--- src/rtl/mac_sequencer_pkg.sv ---
// Shared definitions for the MAC sequencer: Q-format widths, FSM state type and result shaping.
// Result shaping depends on build macro MAC_SEQ_RELU_EN.
package mac_sequencer_pkg;

    localparam int Q_INT  = 8;
    localparam int Q_FRAC = 8;
    localparam int Q_W    = Q_INT + Q_FRAC;

    typedef enum logic [1:0] {
        IDLE  = 2'd0,
        ISSUE = 2'd1,
        DRAIN = 2'd2,
        DONE  = 2'd3
    } mac_seq_state_t;

    // Value loaded into the result register from the wrapped MAC sum.
    function automatic logic [Q_W-1:0] shape_result(input logic [Q_W-1:0] v);
`ifdef MAC_SEQ_RELU_EN
        return v[Q_W-1] ? '0 : v;
`else
        return v;
`endif
    endfunction

endpackage

--- src/rtl/mac_sequencer.sv ---
// Dot-product sequencer: issues N operand reads, steers an external MAC datapath and
// registers the final sum behind a valid/ready handshake. Build macro: MAC_SEQ_RELU_EN.
module mac_sequencer
    import mac_sequencer_pkg::*;
#(
    parameter int ADDR_W = 8,
    parameter int LEN_W  = 8
) (
    input  logic              clk,
    input  logic              reset,
    input  logic              start,
    input  logic              clear,
    input  logic [LEN_W-1:0]  len,
    input  logic [ADDR_W-1:0] x_base,
    input  logic [ADDR_W-1:0] w_base,
    output logic              ready,
    output logic              mem_en,
    output logic [ADDR_W-1:0] x_addr,
    output logic [ADDR_W-1:0] w_addr,
    output logic              mac_reg_enable,
    output logic              mac_x_select,
    output logic              mac_w_select,
    output logic              mac_acc_loopback,
    input  logic [Q_W-1:0]    mac,
    output logic [Q_W-1:0]    result,
    output logic              result_valid,
    input  logic              result_ready
);

    mac_seq_state_t state, state_nxt;

    logic [LEN_W-1:0]  len_q;
    logic [LEN_W-1:0]  idx;
    logic [ADDR_W-1:0] x_base_q;
    logic [ADDR_W-1:0] w_base_q;
    logic              data_vld;
    logic              data_first;
    logic              accept;
    logic              last_issue;

    assign accept     = (state == IDLE) && start && !clear;
    assign last_issue = (idx == len_q - LEN_W'(1));

    always_ff @(posedge clk or negedge reset) begin
        if (!reset) state <= IDLE;
        else        state <= state_nxt;
    end

    always_comb begin
        state_nxt    = state;
        ready        = 1'b0;
        mem_en       = 1'b0;
        result_valid = 1'b0;
        case (state)
            IDLE: begin
                ready = 1'b1;
                if (start) state_nxt = (len == '0) ? DONE : ISSUE;
            end
            ISSUE: begin
                mem_en = 1'b1;
                if (last_issue) state_nxt = DRAIN;
            end
            DRAIN: state_nxt = DONE;
            DONE: begin
                result_valid = 1'b1;
                if (result_ready) state_nxt = IDLE;
            end
            default: state_nxt = IDLE;
        endcase
        if (clear) state_nxt = IDLE;
    end

    // Memory data lands one cycle after each read strobe; the flags track that cycle.
    always_ff @(posedge clk or negedge reset) begin
        if (!reset) begin
            len_q      <= '0;
            idx        <= '0;
            x_base_q   <= '0;
            w_base_q   <= '0;
            data_vld   <= 1'b0;
            data_first <= 1'b0;
            result     <= '0;
        end else begin
            data_vld   <= mem_en && !clear;
            data_first <= mem_en && (idx == '0) && !clear;
            if (accept) begin
                len_q    <= len;
                x_base_q <= x_base;
                w_base_q <= w_base;
                idx      <= '0;
            end else if (clear) begin
                idx <= '0;
            end else if (state == ISSUE) begin
                idx <= idx + LEN_W'(1);
            end
            // The last data cycle always coincides with DRAIN.
            if (accept && (len == '0))
                result <= '0;
            else if (!clear && data_vld && (state == DRAIN))
                result <= shape_result(mac);
        end
    end

    assign x_addr           = mem_en ? x_base_q + ADDR_W'(idx) : '0;
    assign w_addr           = mem_en ? w_base_q + ADDR_W'(idx) : '0;
    assign mac_reg_enable   = 1'b0;
    assign mac_x_select     = data_vld;
    assign mac_w_select     = data_vld;
    assign mac_acc_loopback = data_vld && !data_first;

endmodule

--- config.mk ---
export PLATFORM = sky130hd
export DESIGN_NAME = mac_sequencer
export DESIGN_NICKNAME = d
export VERILOG_FILES = /design/src/rtl/mac_sequencer_pkg.sv /design/src/rtl/mac_sequencer.sv
export SDC_FILE = /design/constraint.sdc
export NUM_CORES = 1
export LEC_CHECK = 0
export ABC_AREA = 1
export CORE_MARGIN = 8
export CORE_UTILIZATION = 44
export DETAILED_ROUTE_END_ITERATION = 12
export HOLD_SLACK_MARGIN = 0.1
export PLACE_DENSITY = 0.75
export SYNTH_ARGS = -nofsm -noshare
export SYNTH_HDL_FRONTEND = slang
export SYNTH_SLANG_ARGS = --single-unit
export TNS_END_PERCENT = 1
--- constraint.sdc ---
create_clock -name clk -period 2.2 [get_ports clk]
set_clock_uncertainty 0.1 [all_clocks]
set_input_delay 0.44 -clock clk [delete_from_list [all_inputs] [get_ports clk]]
set_output_delay 0.44 -clock clk [all_outputs]
set_load 0.03 [all_outputs]
## Word level (Yosys, flattened, before mapping)

Index checks and enable logic that the tools add are counted.
Widths: inputs -> output; s select.

- Flip-flop bits (word level): 52
- Bits in latches: 0
- Memory bits (writable): 0
- ROM bits: 0
- Bits of input ports: 45
- Output and inout bits: 39
- Logic and storage cells: 52
- Memories: 0

- $add $sub $neg: 4
- Multiply operators: 0
- Div/mod/pow operators: 0
- Order comparisons: 0
- Equality and inequality tests: 7
- Shift operators: 0
- Mux-type cells: 16
- Bitwise gates (word level): 0
- Reductions and logical operators: 17

Operators with widths:

| cell | count |
|---|---|
| $mux 8 | 5 |
| $mux 16 | 2 |
| $add 8x8->8 | 2 |
| $logic_not 8->1 | 2 |
| $mux 2 | 5 |
| $logic_and 1x1->1 | 9 |
| $ne 3x3->1 const B | 3 |
| $add 8x1->8 const B | 1 |
| $eq 8x8->1 | 1 |
| $pmux 2 s4 | 1 |
| $sub 8x1->8 const B | 1 |
| $eq 2x2->1 const B | 2 |
| $mux 1 | 3 |
| $reduce_and 3->1 | 1 |
| $reduce_bool 3->1 | 1 |
| $eq 2x1->1 const B | 1 |
| $logic_not 1->1 | 2 |
| $logic_not 2->1 | 1 |
| $reduce_bool 2->1 | 1 |

## Longest topological paths before layout

Gate-level depths: netlist of run 1.

- Word-level depth: 5
- Gate-level depth with buffers: 15
- Mapped depth without buffers: 15

## Worst setup path after synthesis of run 1

No wires, ideal clock.

- Path kind: reg2out
- Start: register idx[0]
- End: output w_addr[6]
- Arrival: 2.146 ns
- Path slack: -0.486 ns
- Stages on the path, launching flop included: 12
- Buffers on the path: 0
- Cell sequence: dfrtp_1 > ha_1 > fa_1 > nand2_1 > inv_1 > o21ai_0 > nand2_1 > nand2_1 > nand2_1 > a21oi_1 > o21ai_0 > a21oi_1

- Cells in the longest elaborated chain, start to end: 2

Ends and longest elaborated chain:

| what | line | RTL |
|---|---|---|
| start, declared | mac_sequencer.sv:33 | `logic [LEN_W-1:0] idx;` |
| start signal, assigned | mac_sequencer.sv:94 | `idx <= idx + LEN_W'(1);` |
| $add 8x8->8 | mac_sequencer.sv:105 | `assign w_addr = mem_en ? w_base_q + ADDR_W'(idx) : '0;` |
| $mux 8 | mac_sequencer.sv:105 |  |
| end, declared | mac_sequencer.sv:19 | `output logic [ADDR_W-1:0] w_addr,` |

Every way passes these cells.

## Final worst setup path of run 1

Ends and elaborated chain as after synthesis.

==> run summary, run 1 <==
The flow ran to the end, but the final reports show violations. The final reports fail on setup timing. Area of the placeable core: 7140 um2. For the number of DRC violations after detailed routing, the log shows 0. The tools report the portion of the post-synthesis area used by sequential elements as 40.8%. The critical path in this run is classified as register to output port. In this run the tool buffered the top-level ports with 82 buffer cells. The library cells used most frequently in the layout, excluding fill and tap cells, are 137 x sky130_fd_sc_hd__nand2_1, 61 x sky130_fd_sc_hd__clkdlybuf4s50_1, 51 x sky130_fd_sc_hd__dfrtp_1. The largest net degree at the start of global routing is 33, and the share of the cycle needed by the critical path after routing is 125%. The clock network accounts for 13.2% of the total power.

The worst setup path is captured at an output port. The congestion estimate from routability-driven global placement came to 0.828. The tools report the number of warnings issued by yosys as 0. The tightest min-delay check is of the register to register type.

The post-layout worst setup margin came out at -0.546 ns. The worst register-to-register path ends at idx[7]. Combinational cells account for 55.2% of the total power.

Across all register-to-register paths, the minimum setup slack is 0.25 ns. TritonCTS built the clock tree. The number of antenna violations at the first check in global routing is 0.

Die extent in x: 101 um. At the worst endpoint, the required time is 1.66 ns. The total power density per cell area is 1130 nW/um2. The die covers 10200 um2. The tool flagged a number of max-cap violations equal to 0.

The clock passes through at most 2 buffers. Number of flops mapped to enable cells by yosys: 0. For the final count of pins violating max slew, the log shows 0. For the number of distinct library cells after synthesis, the log shows 33. Data arrival time of the critical path: 2.21 ns.

The tools report the hold violation total from the final report as 0. The detail route stage leaves a number of antenna-violating nets equal to 0. From bottom edge to top edge, the die measures 101 um. The number of optimization iterations in the first detailed-route pass is 4, and the vias after detailed routing is 3084. Synthesized net count: 491.

For this block, the routed nets add up to 8620 um of wire. Kind of start point of the critical path: a register. Half-perimeter wire length after detailed placement: 6780 um. The startpoint of the lowest-slack hold path was w_base_q[3]. Summing all non-filler instances in the final layout gives an area of 4530 um2.

Wire length of the first global-routing pass: 14800 um. Clock-pin slew was measured on the worst setup and hold paths at 0.10 ns. Hold timing on the final database bottoms out at a slack of 0.387 ns. Slew at the pin closest to its max-slew limit: 0.526 ns. In the final layout, the share of cells above drive strength 1 is 19.7%. The H-tree was split into 2 levels. Buffers inserted during clock tree synthesis total 5. The run gives 2.82 mW as the cell-internal power.

The fraction of the core area covered by cells at the end of the flow was 63.5%; the count of filler cells inserted in the layout was 638. The worst hold path was traced through 2 stages. In this run the cell area of the synthesized design comes to 3190 um2. The cell count after synthesis came out at 423.

The library cell used most frequently in the layout, excluding fill and tap cells, is sky130_fd_sc_hd__nand2_1. For the worst flop-to-flop path, the logic depth is 11. Final count of negative-setup-slack endpoints: 14. In this run the tightest slew margin relative to its limit is 65.0%. The clock latency on the worst-skew pair is 0.31 ns, and the synthesized area per cell is 7.53 um2. Summed over all cells, the static leakage comes to 2.29 nW. The most critical setup path has its endpoint at w_addr[6].

For this run, the leading register cell type out of synthesis is sky130_fd_sc_hd__dfrtp_1. In this run the power spent charging and discharging nets is 2.31 mW. Clock period minus worst slack: 2.75 ns.

The floorplan has 31 rows. Per report_power, the sequential group accounts for 31.6% of the total. The post-synthesis register bit count came out at 52. Cell area reported after detailed placement: 4270 um2. Number of antenna repair diodes: 0.

The total overflow left after global routing is 0. Based on the critical path, the design can be clocked at up to 0.364 GHz. IR analysis of the VDD net gives a maximum drop of 0.000590 V. In the synthesized netlist the async set-or-reset flop fraction comes to 100%.

The average wire length per cell after detail routing came out at 13.7 um. Along the worst path, the maximum fanout reaches 3. The detail-routed via count per cell was 4.91; the fraction of power spent switching nets was 45.0%. Pin placement for this block handled 84 I/O pins. Counting every sink on the clock net gives 52. The startpoint identified for the worst register-to-register timing path is state[1]. In this run, the number of DRC markers left after iteration 0 of detailed routing was 108. For this run, the total global-route usage over all layers was measured as 17.8%. The tools report the source of the critical timing path as idx[0]. The tools report the clock tree root driver cell as sky130_fd_sc_hd__clkbuf_8. The post-placement setup slack was -0.205 ns; the area overhead of the layout relative to synthesis was 42.3%.

The initial utilization of the core area, before any placement, comes to 44.6%. Setup repair after global routing could not meet its margin everywhere. The number of global-route vias before repair is 3211, and the number of nets in the finished design is 596.
## registers in the layout, indices dropped and copies added, names as in the netlist
| signal | count |
|---|---|
| result | 16 |
| idx | 8 |
| len_q | 8 |
| w_base_q | 8 |
| x_base_q | 8 |
| state | 2 |
| data_first | 1 |
| mac_w_select | 1 |
## synthesized netlist by cell type, drive strengths merged (2+ instances only)
cell / count / area (um2)
a21oi: 26 / 130
buf: 5 / 38.8
clkbuf: 9 / 33.8
dfrtp: 52 / 1300
fa: 2 / 40.0
ha: 21 / 263
inv: 42 / 158
nand2: 142 / 543
nand3: 47 / 250
nor2: 27 / 114
nor3: 10 / 65.1
nor3b: 2 / 15.0
nor4: 4 / 25.0
o21ai: 20 / 100
o31a: 2 / 17.5
xnor2: 3 / 26.3
## timing repair
| item | CTS | global route |
|---|---|---|
| buffers inserted | 2 | 2 |
| pin swaps | 9 | 6 |
| gates resized for setup | 11 | 16 |
| cloned | 0 | 0 |
| hold buffers | 1 | 0 |
| hold endpoints to repair | 20 | 0 |
| setup endpoints to repair | 15 | 17 |
## metal layers
metal	GRT usage (%)	wire length [um]
met1	21.9	3710
met2	29.4	4280
met3	5.32	545
met4	4.58	84
met5	0	0
## power groups by stage
stage / clock network, mW / registers, mW / logic, mW
2_1_floorplan: 0 / 1.84 / 1.49
3_3_place_gp: 0 / 1.60 / 2.68
3_5_place_dp: 0 / 1.60 / 2.76
4_1_cts: 0.695 / 1.61 / 2.80
5_1_grt: 0.731 / 1.67 / 3.13
6_report: 0.678 / 1.62 / 2.83
## worst max-delay path, stage by stage, from the launching register on
cell,delay (ns)
sky130_fd_sc_hd__dfrtp_1,0.44
sky130_fd_sc_hd__ha_2,0.21
sky130_fd_sc_hd__fa_2,0.34
sky130_fd_sc_hd__nand2_1,0.07
sky130_fd_sc_hd__inv_1,0.04
sky130_fd_sc_hd__o21ai_1,0.11
sky130_fd_sc_hd__nand2_1,0.09
sky130_fd_sc_hd__nand2_1,0.07
sky130_fd_sc_hd__nand2_1,0.06
sky130_fd_sc_hd__a21oi_2,0.13
sky130_fd_sc_hd__o21ai_1,0.08
sky130_fd_sc_hd__a21oi_2,0.12
sky130_fd_sc_hd__buf_6,0.14
## cell type report
class | count | area (um2) | area share (%)
Clock buffer | 5 | 68.8 | 1.52
Tap cell | 99 | 124 | 2.73
Sequential cell | 52 | 1300 | 28.7
Timing Repair Buffer | 112 | 1070 | 23.6
Multi-Input combinational cell | 314 | 1760 | 38.9
Inverter | 43 | 161 | 3.56
Clock inverter | 3 | 46.3 | 1.02
## cells by family (layout without fill, tap and decap cells)
| family | count (synthesis) | in the layout | share of synthesized area, % |
|---|---|---|---|
| fa+ha+maj | 23 | 23 | 9.51 |
| compound gates | 49 | 49 | 7.97 |
| mux | 1 | 1 | 0.314 |
| xor+xnor | 4 | 4 | 1.34 |
| flops | 52 | 52 | 40.8 |
| buf+inv | 57 | 163 | 7.34 |
| simple gates | 236 | 236 | 32.6 |
| other cells | 1 | 1 | 0.118 |
## metrics by stage
| step | instances | power (mW) | setup TNS (ns) |
|---|---|---|---|
| after global placement | 615 | 4.28 | -0.408 |
| after global routing | 628 | 5.53 | -4.98 |
| after floorplan | 423 | 3.33 | -1.65 |
| after detailed placement | 615 | 4.36 | -1.13 |
| after CTS | 626 | 5.11 | -3.68 |
| final | 628 | 5.13 | -3.47 |
## worst min-delay path by stage
stage | to | slack (ns)
floorplan | data_first | 0.04
global placement | len_q[6] | 0.35
detailed placement | len_q[3] | 0.35
CTS | w_base_q[3] | 0.39
global route | x_base_q[6] | 0.42
finish | w_base_q[3] | 0.39
No activity file was read; power rests on OpenSTA's default activity.
==> run 2, diff against run 1 <==
--- a/config.mk
+++ b/config.mk
@@ -11,6 +11,7 @@
 export DETAILED_ROUTE_END_ITERATION = 12
 export HOLD_SLACK_MARGIN = 0.1
 export PLACE_DENSITY = 0.75
+export SKIP_LAST_GASP = 1
 export SYNTH_ARGS = -nofsm -noshare
 export SYNTH_HDL_FRONTEND = slang
 export SYNTH_SLANG_ARGS = --single-unit
==> run 2 against run 1 <==
  * The run still ends with setup timing left
  * Cell area is 1.9% lower
  * Fmax fell by 0.17%
  * Sequential power hardly changed
  * Via count grew 0.65%
  * Clock power about the same
  * Sequential cell count unchanged
  * Die area stayed put
==> run summary, run 2 (synthesized netlist as in run 1, its figures left out) <==
The hold violation total from the final report is 0 (unchanged), and the number of optimization iterations in the first detailed-route pass is 4 (unchanged). The clock period minus worst slack was 2.75 ns (+0.00454 ns). TritonCTS built the clock tree. The clock buffer count from CTS was 5 (unchanged); the largest net degree at the start of global routing was 33 (unchanged). Relative to the synthesized area, the layout overhead comes to 39.6%.

The wire length of the first global-routing pass was 14700 um (-0.47%); the total power density per cell area was 1140 nW/um2 (+0.37%). The min-delay analysis places its worst path in the category register to register. The post-layout worst setup margin was -0.550 ns (-0.00454 ns); the share of post-route cells with drive strength above 1 was 17.4% (-2.3 points).

The final wirelength came out at 8550 um (-0.81%). The overall track demand over capacity in global routing is 17.7% (-0.070 points), and the port buffer count is 82 (unchanged). The share of the cycle needed by the critical path after routing was 125% (+0.21 points); the final count of pins violating max slew was 0 (unchanged). The count of max-cap constraint violations was 0 (unchanged); the maximum count of clock buffers along a single path was 2 (unchanged).

The library cell used most frequently in the layout, excluding fill and tap cells, is sky130_fd_sc_hd__nand2_1. Register containing the most flip-flops in the final layout: result. The checks that failed: setup timing. The logs give 0 (unchanged) for the residual antenna-violating net count after detailed routing and 44.6% (unchanged) for the initial core utilization. The flip-flop count of the largest register, all copies and words added is 16 (unchanged). The tools report the clock sink count as 52 (unchanged). For the number of antenna repair diodes, the log shows 0 (unchanged). The number of antenna violations at the first check in global routing came out at 0 (unchanged). The number of top-level pins came out at 84 (unchanged). Setup repair after global routing could not meet its margin everywhere.

The vias after detailed routing is 3104 (+0.65%), and the half-perimeter wire length after detailed placement is 6780 um (unchanged). The run gives 650 (+1.9%) as the count of filler cells inserted in the layout. Peak supply drop: 0.000591 V (about the same). The tools report the die outline area as 10200 um2 (unchanged). In the layout the commonest cells are 138 x sky130_fd_sc_hd__nand2_1, 64 x sky130_fd_sc_hd__clkdlybuf4s50_1, 52 x sky130_fd_sc_hd__dfrtp_1. The clock slew seen by the registers of the worst setup and hold paths was 0.10 ns (about the same).

Slew at the pin closest to its max-slew limit: 0.522 ns (-0.00351 ns). The die extent in x works out to 101 um (unchanged). The run finished, with violations left. The critical path required time came out at 1.66 ns (about the same). For the fraction of the core area covered by cells at the end of the flow, the log shows 62.3% (-1.2 points). The clock latency on the worst-skew pair was 0.31 ns (about the same); the final count of negative-setup-slack endpoints was 15 (+1). The kind of start point of the critical path is a register. The number of DRC violations after detailed routing was 0 (unchanged).

The die outline height was 101 um (unchanged); the cell area reported after detailed placement was 4270 um2 (unchanged). The total congestion overflow after global routing came out at 0 (unchanged). The detail-routed via count per cell works out to 4.94 (+0.65%). Number of DRC violations after detailed-routing iteration 0: 90 (-17%). CTS placed an instance of sky130_fd_sc_hd__clkbuf_8 at the clock tree root. The run gives 65.2% (+0.23 points) as the headroom to the max-slew limit. The worst setup path is of the register to output port kind. The final instance area was 4450 um2 (-1.9%); the post-route non-filler standard cell count was 628 (unchanged).

The maximum net fanout on the critical path was 3 (unchanged). The highest clock frequency the design can meet came out at 0.364 GHz (-0.17%). The data arrival time of the critical path is 2.21 ns (about the same). The leakage power figure is 2.26 nW (-1.3%), and the average wire length per cell after detail routing is 13.6 um (-0.81%).

For the area of the placeable core, the log shows 7140 um2 (unchanged). Number of levels in the clock H-tree: 2 (unchanged). The endpoint class of the critical path was an output port. For the placer's final routability congestion estimate, the log shows 0.828 (unchanged). The number of placement rows came out at 31 (unchanged). The number of global-route vias before repair is 3214 (+0.093%), and the number of nets in the finished design is 596 (unchanged). For the number of placed instances, taps included, the log shows 615 (unchanged). The run gives -0.205 ns (unchanged) as the post-placement setup slack.
## run 2: changes by cell type in the layout (fill, tap and decap cells not counted), sizes merged
cell / delta
clkdlybuf4s50: +3
dlygate4sd2: -1
dlymetal6s2s: -2
## run 2: routing by layer
| layer | global-route usage, % | up-vias | wire [um] | part of all wire (%) |
|---|---|---|---|---|
| met4 | 4.58 | 0 | 93 | 1.1 |
| met3 | 5.39 | 14 | 608 | 7.1 |
| met5 | 0 | - | 0 | 0 |
| li1 | - | 1574 | - | - |
| met1 | 21.7 | 1423 | 3580 | 42 |
| met2 | 29.4 | 93 | 4270 | 50 |
## run 2: layout make-up
type                    count  area, um2  area share [%]
multi-input cells         314       1700            38.2
flip-flops and latches     52       1300            29.3
repair buffers            112       1050            23.5
inverters                  43        161            3.63
well taps                  99        124            2.79
clock buffers               5       68.8            1.55
clock inverters             3       46.3            1.04
## run 2: repair_timing
| item | CTS | global route |
|---|---|---|
| hold buffers | 1 | 0 |
| setup endpoints to repair | 15 | 18 |
| pin swaps | 5 | 5 |
| endpoints found under the hold margin | 20 | 0 |
| setup buffers | 2 | 2 |
| resized for setup | 2 | 2 |
## run 2: worst max-delay path: stages (launching register included)
cell	delay [ns]
sky130_fd_sc_hd__dfrtp_1	0.44
sky130_fd_sc_hd__ha_2	0.21
sky130_fd_sc_hd__fa_2	0.34
sky130_fd_sc_hd__nand2_1	0.07
sky130_fd_sc_hd__inv_1	0.04
sky130_fd_sc_hd__o21ai_1	0.11
sky130_fd_sc_hd__nand2_1	0.09
sky130_fd_sc_hd__nand2_1	0.07
sky130_fd_sc_hd__nand2_1	0.06
sky130_fd_sc_hd__a21oi_2	0.13
sky130_fd_sc_hd__o21ai_1	0.08
sky130_fd_sc_hd__a21oi_2	0.12
sky130_fd_sc_hd__buf_6	0.14
## run 2: power breakdown
group | internal, mW | leakage, nW | switching, mW
registers | 1.33 | 0.676 | 0.281
logic | 1.10 | 1.52 | 1.66
clock network | 0.345 | 0.0600 | 0.335
## run 2: worst paths after layout
kind	startpoint	endpoint	slack (ns)	cells after the start
hold reg to reg	w_base_q[3]	w_base_q[3]	0.39	2
setup reg to reg	state[1]	idx[6]	0.25	9
min in group asynchronous	reset	len_q[3]	0.53	2
max in group asynchronous	reset	x_base_q[0]	0.93	3
hold / removal	w_base_q[3]	w_base_q[3]	0.39	2
setup / recovery	idx[0]	w_addr[6]	-0.55	12
## run 2: metrics by stage
stage / TNS, ns / power (mW) / hold WS, ns
floorplan: -1.65 / 3.33 / 0.0444
global placement: -0.408 / 4.28 / 0.347
detailed placement: -1.13 / 4.36 / 0.346
CTS: -4.07 / 5.08 / 0.391
global route: -5.85 / 5.45 / 0.417
finish: -4.06 / 5.05 / 0.388
